<file path="src/rtl/pe_dmux_route.sv">
// Registered 1-to-N demultiplexer: steers one valid/ready stream into N one-entry
// lane buffers, or broadcasts to all lanes, with bad-select flag and transfer count.
module pe_dmux_route #(
  parameter int W    = 24,
  parameter int N    = 4,
  parameter int SELW = $clog2(N),
  parameter int CNTW = 16
) (
  input  logic              clk,
  input  logic              rst,
  input  logic              in_valid,
  output logic              in_ready,
  input  logic [W-1:0]      in_data,
  input  logic [SELW-1:0]   in_sel,
  input  logic              in_bcast,
  output logic [N-1:0]      out_valid,
  input  logic [N-1:0]      out_ready,
  output logic [N*W-1:0]    out_data,
  output logic              err_sel,
  output logic [CNTW-1:0]   xfer_cnt
);

  // Handshake: a word moves on any edge where valid && ready are both high.
  // in_ready is a function of lane state, in_sel and in_bcast only, never of
  // in_valid; a lane drain and a reload of the same lane may share one edge.

  logic [N-1:0]    tgt;
  logic [N-1:0]    free;
  logic [N-1:0]    full;
  logic [W-1:0]    lane_buf [N];
  logic            sel_ok;
  logic            accept;
  logic            err_q;
  logic [CNTW-1:0] cnt_q;

  always_comb begin
    sel_ok = (32'(in_sel) < N);
    tgt    = '0;
    if (in_bcast) begin
      tgt = '1;
    end else if (sel_ok) begin
      tgt = N'(1) << in_sel;
    end
  end

  // Out-of-range select gives an empty target set, so it is always accepted.
  assign free     = ~full | out_ready;
  assign in_ready = &(free | ~tgt);
  assign accept   = in_valid & in_ready;

  always_ff @(posedge clk) begin
    if (rst) begin
      full  <= '0;
      err_q <= 1'b0;
      cnt_q <= '0;
    end else begin
      for (int k = 0; k < N; k++) begin
        if (accept && tgt[k]) begin
          full[k] <= 1'b1;
        end else if (out_ready[k]) begin
          full[k] <= 1'b0;
        end
      end
      if (accept && (tgt == '0)) begin
        err_q <= 1'b1;
      end
      if (accept && (cnt_q != '1)) begin
        cnt_q <= cnt_q + 1'b1;
      end
    end
  end

  // Buffer contents need no reset: they are masked by the full flags.
  always_ff @(posedge clk) begin
    for (int k = 0; k < N; k++) begin
      if (accept && tgt[k]) begin
        lane_buf[k] <= in_data;
      end
    end
  end

  for (genvar g = 0; g < N; g++) begin : g_lane
    assign out_data[g*W +: W] = full[g] ? lane_buf[g] : '0;
  end

  assign out_valid = full;
  assign err_sel   = err_q;
  assign xfer_cnt  = cnt_q;

endmodule

</file>
<file path="config.mk">
export PLATFORM = sky130hd
export DESIGN_NAME = pe_dmux_route
export DESIGN_NICKNAME = d
export VERILOG_FILES = /design/src/rtl/pe_dmux_route.sv
export SDC_FILE = /design/constraint.sdc
export NUM_CORES = 1
export LEC_CHECK = 0
export CORE_MARGIN = 1.5
export CORE_UTILIZATION = 40
export CTS_BUF_LIST = sky130_fd_sc_hd__clkbuf_8
export CTS_CLUSTER_DIAMETER = 200
export CTS_CLUSTER_SIZE = 28
export DETAILED_ROUTE_END_ITERATION = 10
export PLACE_DENSITY_LB_ADDON = 0.05
export SYNTH_ARGS = -nofsm -noshare
export SYNTH_HDL_FRONTEND = slang
export SYNTH_SLANG_ARGS = --single-unit
</file>
<file path="constraint.sdc">
create_clock -name clk -period 5.3 [get_ports clk]
set_input_delay 1.06 -clock clk [delete_from_list [all_inputs] [get_ports clk]]
set_output_delay 1.06 -clock clk [all_outputs]
set_load 0.03 [all_outputs]
</file>
==> Yosys cells after proc, flatten, opt, wreduce, memory -nomap -nowiden <==
Memories as Yosys holds them, arrays and structs flattened.
Index checks and enable logic that the tools add are counted.
{ "totals": {"regBits": 21, "ram_bits": 96, "out_inout_bits": 118, "wordCells": 48, "n_memories": 1} }
{ "classes": {"addsub": 1, "eq_ne": 1, "shift": 1, "n_mux": 21, "bitwise": 5, "reduce_logical": 12} }
{ "mem_list": {"columns": ["name", "depth", "width", "rd", "rd_clocked_by_memory_dff", "write_ports", "line_no", "source"], "rows": [
  ["lane_buf", 4, 24, 4, 0, 4, "30", "logic [W-1:0] lane_buf [N];"]
]} }
{ "ops": {"columns": ["operator", "count"], "rows": [
  ["24-bit two-way mux", 4],
  ["16-bit by 1-bit adder with 16-bit output (second input constant)", 1],
  ["1-bit two-way mux", 16],
  ["16-bit != test (second input constant)", 1],
  ["4-bit NOT", 2],
  ["4-bit OR", 2],
  ["2-bit nonzero test", 4],
  ["1-bit logical AND", 6],
  ["4-bit logical NOT", 1],
  ["4-bit two-way mux", 1],
  ["4-bit AND reduction", 1],
  ["1-bit by 2-bit << shifter with 4-bit output (first input constant)", 1],
  ["1-bit AND", 1]
]} }

==> Longest topological paths before layout <==
{ "logic_depth": {"word_depth": 9, "mapped_depth": 7} }

==> Worst setup path before layout <==
Ideal clock, no wire load.
{ "synth_timing": {"path_type": "in2reg", "startpoint": "input in_bcast", "endpoint": "memory lane_buf[0][0], enable pin", "setup_time_ns": 0.405, "arrival_time_ns": 3.324, "t_required_ns": 4.895, "setup_slack_ns": 1.571, "stages": 6, "path_cell_list": "o21ba_2 > o22ai_1 > or4b_4 > clkbuf_1 > clkbuf_1 > nor2_1"} }
{ "synth_rtl": {"columns": ["item", "line_no", "source"], "rows": [
  ["start, declared", "15", "input logic in_bcast,"],
  ["end, declared", "30", null]
]} }

==> Final worst setup path <==
{ "layout_timing": {"startpoint": "input in_sel[1]", "endpoint": "output in_ready"} }
{ "layout_between": {"elab_chain_len": 5} }
{ "layout_rtl": {"columns": ["item", "line_no", "source"], "rows": [
  ["start, declared", "14", "input logic [SELW-1:0] in_sel,"],
  ["1-bit by 2-bit << shifter with 4-bit output", "42", "tgt = N'(1) << in_sel;"],
  ["4-bit two-way mux", "39", "if (in_bcast) begin"],
  ["4-bit NOT", "48", "assign in_ready = &(free | ~tgt);"],
  ["4-bit OR", "48", null],
  ["4-bit AND reduction", "48", null],
  ["end, declared", "12", "output logic in_ready,"]
]} }
Every way passes these cells.

==> key figures <==
Drt
  • Remaining DRCs: 0
  • Via Count: 3,229
  • Routed Antenna Nets: 0
  • Drt first-iter violations: 96
  • Routed length per instance: 16.9 µm
  • Detailed Route WL: 11,100 µm
  • Initial DRT Pass Iterations: 4
  • Vias/cell: 4.94

Timing
  • Final hold vios: 0
  • Max-slew violation count: 0
  • Relative slew slack: 0.341
  • Setup-failing EPs final: 0
  • Fin crit share: 0.809
  • Final min period: 4290 ps
  • RSZ-0062 raised after global routing: no
  • WHS: 472 ps
  • Skew final: 8.32 ps
  • FMAX: 233 MHz
  • TNS Setup: 0 ps
  • Post-route setup slack: 1010 ps
  • Worst slew pin tran: 987 ps

GRT
  • First-pass GRT wire length: 17,300 µm
  • Initial antenna violation count: 0
  • Vias in the first global route: 3,199
  • Largest net degree at the start of global routing: 30
  • GR Util All Layers: 0.184
  • Total global routing overflow: 0

Synth
  • Sequential share of the synthesized area: 0.709
  • Area leader, netlist: edfxtp_1
  • Main flop type after synthesis: edfxtp_1
  • Post-synth top area share: 0.619
  • Post-synth EDFFs: 96
  • Post-Synthesis Cells: 340
  • Asr flop ratio synth: 0
  • Top post-synthesis cells by count: 98 x and2_1, 96 x edfxtp_1, 21 x dfxtp_1
  • Synth top area cells: edfxtp_1 62%, and2_1 13%, dfxtp_1 9.0%, a21oi_1 1.5%, nor2_1 1.2%
  • Syn Nets: 375
  • Most frequent cell after synthesis: and2_1
  • YS warnings: 0
  • Netlist cell types: 36
  • #FFs+latches synth: 117
  • Syn avg cell area: 13.7 µm²
  • Mapped Area: 0.00466 mm²

Floorplanning
  • Core area: 0.0114 mm²
  • I/O Pins: 152
  • Initial Util: 0.410
  • # rows: 39
  • Die area: 0.0123 mm²
  • Die span in y: 111 µm
  • Chip width: 111 µm

Critical path
  • Crit Reg-Reg Endpoint: lane_buf[2][15]$_DFFE_PP_
  • CP delay by family, top: buffers and inverters
  • Crit-path max cell delay: 680 ps
  • CP endpoint: in_ready
  • Crit. End Element: primary output
  • Worst Setup Path Type: in -> out
  • Crit path max fanout: 5
  • Arr. time, crit path: 3230 ps
  • Required @ worst endpoint: 4240 ps
  • Nature of the critical path startpoint: input port
  • Launching point of the worst reg2reg path: out_valid[3]$_SDFFE_PP0P_
  • Crit path cell chain: clkdlybuf4s50_1 > a21oi_2 > o22ai_1 > or3_1 > inv_1 > clkdlybuf4s50_1
  • Worst reg2reg path depth: 5
  • CP max-delay cell: clkdlybuf4s50_1
  • Register-to-register setup slack: 2310 ps
  • Crit path from: in_sel[1]
  • Critical path depth in cells: 6
  • Count of buffer and inverter cells on the critical path: 3
  • CP most frequent cell: clkdlybuf4s50_1

Clock network
  • H-tree depth: 4
  • Clk pin slew, worst setup/hold paths: 70 ps
  • CTS tree: yes
  • Clock root buffer master: clkbuf_8
  • Clk_lat worst skew: 410 ps
  • CTS Sinks: 117
  • Cts hold-fix bufs: 0
  • Post_cts resized: 0
  • Max clock buf depth: 2
  • TritonCTS Buffers: 17
  • Post-CTS Setup Repair Bufs: 0

Placed design
  • Port-buffer cells: 151
  • Post-DP Area: 0.00633 mm²
  • Post-Place Cells: 623
  • GP Congestion: 0.812
  • DPL Wire Length: 7180 µm
  • Pre-CTS setup slack: 1010 ps

Final layout
  • Final Util: 0.592
  • Area Overhead vs Synth: 44.5%
  • # diodes: 0
  • Layout fillers: 975
  • Area of the multi-input gates: 0.00129 mm²
  • Final instance area: 0.00674 mm²
  • Non-filler cells, final: 654
  • Sequential standard cell area: 0.00330 mm²
  • Nets: 534
  • Share of post-route cells with drive strength above 1: 0.0744

Job
  • Number of max-cap violations: 0

Power
  • Leak: 2.31 nW
  • PD cells: 324 mW/mm²
  • Power consumption: 2.19 mW
  • VDD IR max: 0.166 mV

Run status
  • Status: completed

Hold path
  • Hold Crit Class: reg -> reg
==> logic make-up (layout without fill, tap and decap cells) <==
group	after synthesis	in the layout	share of synthesized area
mux	4	4	0.00967
flops	117	117	0.709
compound gates	34	34	0.0467
buf+inv	20	191	0.0177
fa+ha+maj	1	1	0.00268
simple gates	164	164	0.214
==> final cells by class <==
cell class | instances | area share
Clock buffer | 17 | 0.0347
Inverter | 6 | 0.00334
Tap cell | 143 | 0.0266
Multi-Input combinational cell | 203 | 0.192
Sequential cell | 117 | 0.490
Clock inverter | 14 | 0.0251
Timing Repair Buffer | 154 | 0.228
==> registers in the layout (all words and copies together), names as in the netlist <==
signal and cells:
lane_buf 96, xfer_cnt 16, out_valid 4, err_sel 1
==> worst reg2reg max path: cells and delay by family, from the launching register on <==
family,cells,cell delay (ps)
flops,1,640
buf+inv,1,360
compound gates,1,120
simple gates,3,1570
==> cell usage in the layout, fill, tap and decap left out, types with 2 or more instances in the layout <==
| cell type | netlist | routed |
|---|---|---|
| nor2_1 | 15 | 11 |
| a21oi_1 | 14 | 14 |
| or4_1 | 6 | 6 |
| nor2_2 | 0 | 2 |
| and3_1 | 2 | 2 |
| nand4_1 | 6 | 6 |
| o21a_1 | 5 | 5 |
| nor2_4 | 0 | 2 |
| clkdlybuf4s50_1 | 0 | 151 |
| o31ai_1 | 5 | 5 |
| o21ai_1 | 3 | 3 |
| nand2_1 | 2 | 2 |
| mux2_1 | 4 | 4 |
| clkinv_2 | 0 | 3 |
| bufinv_16 | 0 | 4 |
| edfxtp_1 | 96 | 96 |
| dfxtp_1 | 21 | 21 |
| nand3_1 | 9 | 9 |
| clkinvlp_4 | 0 | 2 |
| nor2b_1 | 4 | 4 |
| or3_1 | 5 | 5 |
| clkbuf_8 | 0 | 17 |
| buf_4 | 0 | 3 |
| clkinv_1 | 1 | 4 |
| inv_1 | 5 | 7 |
| and2_1 | 98 | 98 |
| nand2b_1 | 6 | 6 |
| nor3_1 | 2 | 2 |
| nor4_1 | 4 | 4 |
==> per-layer routing <==
metal  GRT usage  vias up  part of all wire
met1       0.241     1577              0.45
li1            -     1546                 -
met5           0        -                 0
met4      0.0487        0            0.0071
met2       0.297       99              0.49
met3      0.0618        7             0.053
==> power breakdown <==
part	internal [mW]	switching [mW]
clock	0.498	0.329
combinational	0.112	0.162
sequential	1.06	0.0284
total	1.67	0.520
==> worst min path at each step <==
| stage | slack (ps) | from | endpoint | cells past startpoint |
|---|---|---|---|---|
| final | 470 | err_sel$_SDFFE_PP0P_ | err_sel$_SDFFE_PP0P_ | 1 |
| after CTS | 480 | err_sel$_SDFFE_PP0P_ | err_sel$_SDFFE_PP0P_ | 1 |
| after global routing | 490 | err_sel$_SDFFE_PP0P_ | err_sel$_SDFFE_PP0P_ | 1 |
| after floorplan | 600 | err_sel$_SDFFE_PP0P_ | err_sel$_SDFFE_PP0P_ | 1 |
| after global placement | 450 | err_sel$_SDFFE_PP0P_ | err_sel$_SDFFE_PP0P_ | 1 |
| after detailed placement | 460 | err_sel$_SDFFE_PP0P_ | err_sel$_SDFFE_PP0P_ | 1 |
Note: power is estimated with default switching activity, not from simulation.
